`config.mk`:
```
export PLATFORM = sky130hd
export DESIGN_NAME = breakout_game_ctrl
export DESIGN_NICKNAME = d
export VERILOG_FILES = /design/src/rtl/breakout_game_ctrl.sv
export SDC_FILE = /design/constraint.sdc
export NUM_CORES = 1
export LEC_CHECK = 0
export BUFFER_PORTS_ARGS = -buffer_cell sky130_fd_sc_hd__buf_2
export CORE_MARGIN = 2
export CORE_UTILIZATION = 40
export DETAILED_ROUTE_END_ITERATION = 7
export PLACE_DENSITY = 0.67
export SETUP_SLACK_MARGIN = 0.15
export SLEW_MARGIN = 20
export SYNTH_ARGS = -nofsm -noshare
export SYNTH_HDL_FRONTEND = slang
export SYNTH_SLANG_ARGS = --single-unit
```
`constraint.sdc`:
```
create_clock -name clk -period 3.4 [get_ports clk]
set_input_delay 0.34 -clock clk [delete_from_list [all_inputs] [get_ports clk]]
set_output_delay 0.34 -clock clk [all_outputs]
set_load 0.005 [all_outputs]
```
`src/rtl/breakout_game_ctrl.sv`:
```
// breakout_game_ctrl: game-flow FSM, BCD score, lives and hold timer for the breakout display
// Ports: clk/reset (async, active-high); btn (any nonzero = press); pix_x/pix_y (sync generator position);
// hit/miss (one-cycle pulses from graphics); gra_still (hold graphics); game_state; score_d1/score_d0 (BCD);
// lives; over_tick (one-cycle pulse on entry to OVER).
module breakout_game_ctrl #(
    parameter int NUM_LIVES   = 3,
    parameter int TIMER_TICKS = 120
) (
    input  logic       clk,
    input  logic       reset,
    input  logic [4:0] btn,
    input  logic [9:0] pix_x,
    input  logic [9:0] pix_y,
    input  logic       hit,
    input  logic       miss,
    output logic       gra_still,
    output logic [1:0] game_state,
    output logic [3:0] score_d1,
    output logic [3:0] score_d0,
    output logic [1:0] lives,
    output logic       over_tick
);
    localparam logic [1:0] NEWGAME = 2'd0, PLAY = 2'd1, NEWBALL = 2'd2, OVER = 2'd3;
    logic [1:0] state;
    logic [7:0] timer;
    logic       refr_tick, timer_up, pressed;
    // one cycle per frame, just below the visible area
    assign refr_tick  = (pix_y == 10'd481) && (pix_x == 10'd0);
    assign timer_up   = (timer == 8'd0);
    assign pressed    = (btn != 5'd0);
    assign gra_still  = (state != PLAY);
    assign game_state = state;
    always_ff @(posedge clk or posedge reset) begin
        if (reset) begin
            state     <= NEWGAME;
            score_d1  <= 4'd0;
            score_d0  <= 4'd0;
            lives     <= 2'(NUM_LIVES);
            timer     <= 8'd0;
            over_tick <= 1'b0;
        end else begin
            over_tick <= 1'b0;
            if (refr_tick && !timer_up)
                timer <= timer - 8'd1;
            case (state)
                NEWGAME: if (pressed) begin
                    state    <= PLAY;
                    score_d1 <= 4'd0;
                    score_d0 <= 4'd0;
                    lives    <= 2'(NUM_LIVES);
                end
                PLAY: begin
                    if (hit) begin
                        score_d0 <= (score_d0 == 4'd9) ? 4'd0 : score_d0 + 4'd1;
                        if (score_d0 == 4'd9)
                            score_d1 <= (score_d1 == 4'd9) ? 4'd0 : score_d1 + 4'd1;
                    end
                    // a miss load overrides any same-cycle decrement
                    if (miss) begin
                        lives     <= lives - 2'd1;
                        timer     <= 8'(TIMER_TICKS);
                        over_tick <= (lives == 2'd1);
                        state     <= (lives == 2'd1) ? OVER : NEWBALL;
                    end
                end
                NEWBALL: if (timer_up && pressed) state <= PLAY;
                OVER:    if (timer_up) state <= NEWGAME;
                default: state <= NEWGAME;
            endcase
        end
    end
endmodule

```
# Word-level counts from Yosys, hierarchy flattened
# Cells that the tools add are included.
[totals] register_bits=21 out_inout_bits=14 wordCells=59
[op_classes] add_sub_neg=4 n_eq_ne=14 muxes=22 reduce_logical=13
[op_table] operator="4-bit 2-to-1 mux" count=6
[op_table] operator="8-bit 2-to-1 mux" count=3
[op_table] operator="4-bit case mux with 2 select lines" count=2
[op_table] operator="2-bit 2-to-1 mux" count=6
[op_table] operator="2-bit inequality test, second input constant" count=6
[op_table] operator="10-bit by 9-bit equality test with 1-bit output, second input constant" count=1
[op_table] operator="10-bit zero test" count=1
[op_table] operator="4-bit by 1-bit adder with 4-bit output, second input constant" count=2
[op_table] operator="4-bit equality test, second input constant" count=2
[op_table] operator="8-bit zero test" count=1
[op_table] operator="2-bit case mux with 4 select lines" count=1
[op_table] operator="4-bit AND reduction" count=2
[op_table] operator="8-bit by 1-bit subtractor with 8-bit output, second input constant" count=1
[op_table] operator="3-bit AND reduction" count=2
[op_table] operator="5-bit nonzero test" count=1
[op_table] operator="2-bit by 1-bit equality test with 1-bit output, second input constant" count=2
[op_table] operator="2-bit equality test, second input constant" count=2
[op_table] operator="2-bit case mux with 2 select lines" count=1
[op_table] operator="1-bit logical AND" count=3
[op_table] operator="1-bit 2-to-1 mux" count=3
[op_table] operator="2-bit zero test" count=1
[op_table] operator="2-bit by 1-bit inequality test with 1-bit output, second input constant" count=1
[op_table] operator="2-bit nonzero test" count=1
[op_table] operator="2-bit by 1-bit subtractor with 2-bit output, second input constant" count=1
[op_table] operator="1-bit zero test" count=1

# Depth between registers and ports, before layout
[logic_depth] ltp_word=6 mapped_depth=6

# Least setup slack after synthesis
# OpenSTA, ideal clock, no wires.
[synth_path] kind="input to register" start="input port pix_x[4]" end="register timer[3]" setup_ps=131 arrival_ps=1636 required_time_ps=3269 path_slack_ps=1633 cell_stages=4 n_path_buf=0 cell_sequence="or4_4 a31o_4 o31a_1 or3_1"
[synth_via] elab_chain_cells=6
[synth_lines] item="start: declaration" line_no="12" text="input logic [9:0] pix_x,"
[synth_lines] item="10-bit zero test (*)" line_no="28" text="assign refr_tick = (pix_y == 10'd481) && (pix_x == 10'd0);"
[synth_lines] item="1-bit logical AND (*)" line_no="28"
[synth_lines] item="1-bit logical AND (*)" line_no="43" text="if (refr_tick && !timer_up)"
[synth_lines] item="8-bit 2-to-1 mux (*)" line_no="43"
[synth_lines] item="8-bit 2-to-1 mux" line_no="59" text="if (miss) begin"
[synth_lines] item="8-bit 2-to-1 mux (*)" line_no="45" text="case (state)"
[synth_lines] item="end signal: assignment" line_no="44" text="timer <= timer - 8'd1;"
[synth_lines] item="end signal: assignment" line_no="61" text="timer <= 8'(TIMER_TICKS);"
[synth_lines] item="end: declaration" line_no="25" text="logic [7:0] timer;"
# Every way passes the cells marked *; elsewhere a longest branch is shown, timed or not.
# A chain may end at the register's enable or synchronous reset.

# Final worst setup path
[layout_path] start="register state[0] (netlist: game_state[0])" end="output port gra_still"
[layout_via] elab_chain_cells=1
[layout_lines] item="start: declaration" line_no="24" text="logic [1:0] state;"
[layout_lines] item="start signal: assignment" line_no="63" text="state <= (lives == 2'd1) ? OVER : NEWBALL;"
[layout_lines] item="2-bit by 1-bit inequality test with 1-bit output" line_no="31" text="assign gra_still = (state != PLAY);"
[layout_lines] item="end: declaration" line_no="16" text="output logic gra_still,"
# No other way between the ends.

==> impl_results.md <==
- Status: complete, no violations
- FF-to-FF setup slack: 1.61 ns
- Synth cell types: 43
- RR Startpoint: game_state[0]
- Die area: 3780 um^2
- Synth top area share: 36.0%
- Maximum fanout along the worst path: 10
- Worst-Margin Slew: 0.812 ns
- Vias in the first global route: 1182
- Lkg Pwr: 0.712 nW
- Worst skew pair latency: 0.30 ns
- # clock sinks: 21
- Final setup vio count: 0
- Area leader, netlist: dfrtp_1
- Mapped Cells: 140
- Crit path arrival time: 1.52 ns
- CTS tree: built
- HP Class: in2async
- Starting DRT DRC Count: 65
- Synthesis Warnings: 0
- Setup TNS: 0 ns
- Worst slew margin: 45.8%
- Clock skew: 0.0108 ns
- Mapped Area: 1320 um^2
- Sequential share of power: 47.3%
- Reg-to-reg critical path endpoint: score_d1[0]
- Type of origin of the critical path: flop
- Core area: 3100 um^2
- Hold-fix buffers at CTS: 0
- Final ANT Viol Nets: 0
- Postcts setup bufs: 0
- Setup CP Type: reg2out
- Post-Syn Area per Cell: 9.43 um^2
- Worst EP required: 3.06 ns
- Syn_nets: 176
- Tcrit/Tclk final: 54.6%
- Grt ovf: 0
- Reg clk slew, reported paths: 0.12 ns
- Largest net degree at the start of global routing: 22
- Register bit count reported by yosys: 21
- Starting utilization of the core area: 42.5%
- Filler cell count: 324
- WL final: 3010 um
- Die Width: 61.4 um
- CTS Root Cell: clkbuf_4
- Sequential Area: 528 um^2
- TritonCTS buffer count: 3
- Global-route wire length before repair: 4960 um
- RSZ-0062 raised after global routing: false
- Main flop type after synthesis: dfrtp_1
- CTS max path bufs: 2
- DR WL/cell: 13.3 um
- Max-slew violation count: 0
- Synth top area cells: dfrtp_1 36%, ha_1 6.6%, dfstp_2 4.0%
- FFs w/ async S/R, synth: 100%
- CTS H-tree lvls: 1
- DR vias: 1209
- Antenna violations before repair: 0
- Hpwl dp: 2390 um
- Placement row count: 20
- Worst r2r path cells: 4
- Vias/cell: 5.33
- EDFF count, synth: 0
- Int Pwr: 528 uW
- NumNets Final: 220
- Top Ports: 43
- Logic gate share of total power: 38.5%
- Multi-input logic area: 747 um^2
- Crit path time final: 1.86 ns
- Max cap viols: 0
- # diodes: 0
- Drc violations: 0
- Sw frac: 38.6%
- Post-cts repair resize count: 0
- Cell Pwr Density: 538 nW/um^2
- Max Freq: 539 MHz
- Sequential share of the synthesized area: 40.0%
- Total GRT Usage: 17.8%
- Die height: 61.4 um
- Final hold violations: 0
- Pwr Total: 860 uW
- Worst IR Drop VDD: 0.207 mV
- P&R area growth vs syn: 21.2%
- Layout cells sized above 1: 29.0%
- Gpl congestion: 0.788
- P_sw: 332 uW
- Clk pwr share: 14.1%
- CP Capture Type: primary output
- Port Buffers: 42
- Drt pass-1 iters: 4
-- placed cells by master, fill, tap and decap left out, drive strengths merged, types with 2 or more instances in the layout --
cell	count
nand2b	4
or4	4
nand4	2
nor3b	2
a21oi	4
mux2i	4
nand3	6
o31ai	3
a2bb2oi	2
ha	7
nor2b	4
clkbuf	4
and2	3
dfstp	2
or3	5
and3	2
nand2	8
o21ai	11
nor2	9
buf	42
nor4	6
nor4bb	2
inv	8
o41ai	3
nor3	2
dfrtp	19
-- flip-flops by register name (all words and copies together) (netlist names) --
register and cells:
timer 8, score_d0 4, lives 2, game_state 2
over_tick 1, score_d1 4
-- layout make-up --
| class | count | share of cell area, % |
|---|---|---|
| clock buffers | 4 | 1.64 |
| inverters | 9 | 2.11 |
| multi-input cells | 107 | 46.7 |
| flip-flops and latches | 21 | 33.0 |
| well taps | 44 | 3.44 |
| repair buffers | 42 | 13.1 |
-- worst max-delay path, cell delays in order, from the launching register on --
cell      delay, ns
dfrtp_1        0.55
nor2b_1        0.26
clkinv_1       0.22
buf_2          0.19
-- per-layer routing --
layer  GRT usage [%]  part of all wire [%]  wire length (um)
met5               0                     0                 0
met4            8.21                   1.2                37
met3            3.15                   3.5               106
met2            34.5                    53              1610
met1            18.4                    42              1260
-- logic make-up (layout without fill, tap and decap cells) --
family,count (synthesis),count (layout),share of synthesized area (%)
adder cells (fa/ha/maj),7,7,6.63
AO/OA/AOI/OAI,31,31,16.9
multiplexers,4,4,3.03
AND/OR/NAND/NOR,64,64,29.4
flip-flops,21,21,40.0
XOR/XNOR,1,1,0.664
buffers and inverters,12,55,3.41
-- power groups by stage --
stage          combinational (mW)  sequential (mW)  clock (mW)
2_1_floorplan               0.229            0.391           0
6_report                    0.331            0.407       0.122
3_5_place_dp                0.337            0.413           0
5_1_grt                     0.386            0.422       0.139
3_3_place_gp                0.325            0.407           0
4_1_cts                     0.337            0.408       0.125
-- cells in the mapped netlist, types with 2 or more instances --
cell type	instances
dfrtp_1	19
clkbuf_1	3
ha_1	7
o31ai_1	3
a21oi_1	4
o41ai_1	3
nor2b_1	4
nand2_1	8
inv_1	8
nor3b_1	2
mux2i_1	4
nor3_1	2
and2_1	3
nand2b_1	4
o21ai_0	10
nand3_1	6
a2bb2oi_1	2
or4_1	3
dfstp_2	2
nand4_1	2
nor2_1	9
nor4_1	5
or3_1	5
nor4bb_1	2
and3_1	2
-- metrics by stage --
step / hold WS [ns] / instances / cell area, um^2 / utilization (%) / setup slack, ns
6_report: 0.166 / 227 / 1600 / 51.6 / 1.54
5_1_grt: 0.233 / 227 / 1600 / 51.6 / 1.34
4_1_cts: 0.195 / 227 / 1600 / 51.6 / 1.54
3_5_place_dp: 0.500 / 223 / 1570 / 50.7 / 1.39
3_3_place_gp: 0.499 / 223 / 1570 / 50.7 / 1.46
2_1_floorplan: 0.315 / 140 / 1320 / - / 1.63
-- how the worst max path moves through the flow --
stage,startpoint,endpoint,slack (ns),depth (start not counted)
2_1_floorplan,pix_x[4],timer[3],1.63,4
3_3_place_gp,pix_y[1],timer[3],1.46,5
3_5_place_dp,pix_x[0],timer[3],1.39,5
4_1_cts,game_state[0],gra_still,1.54,3
5_1_grt,game_state[0],gra_still,1.34,3
6_report,game_state[0],gra_still,1.54,3
Power figures use the tool's default switching activity.
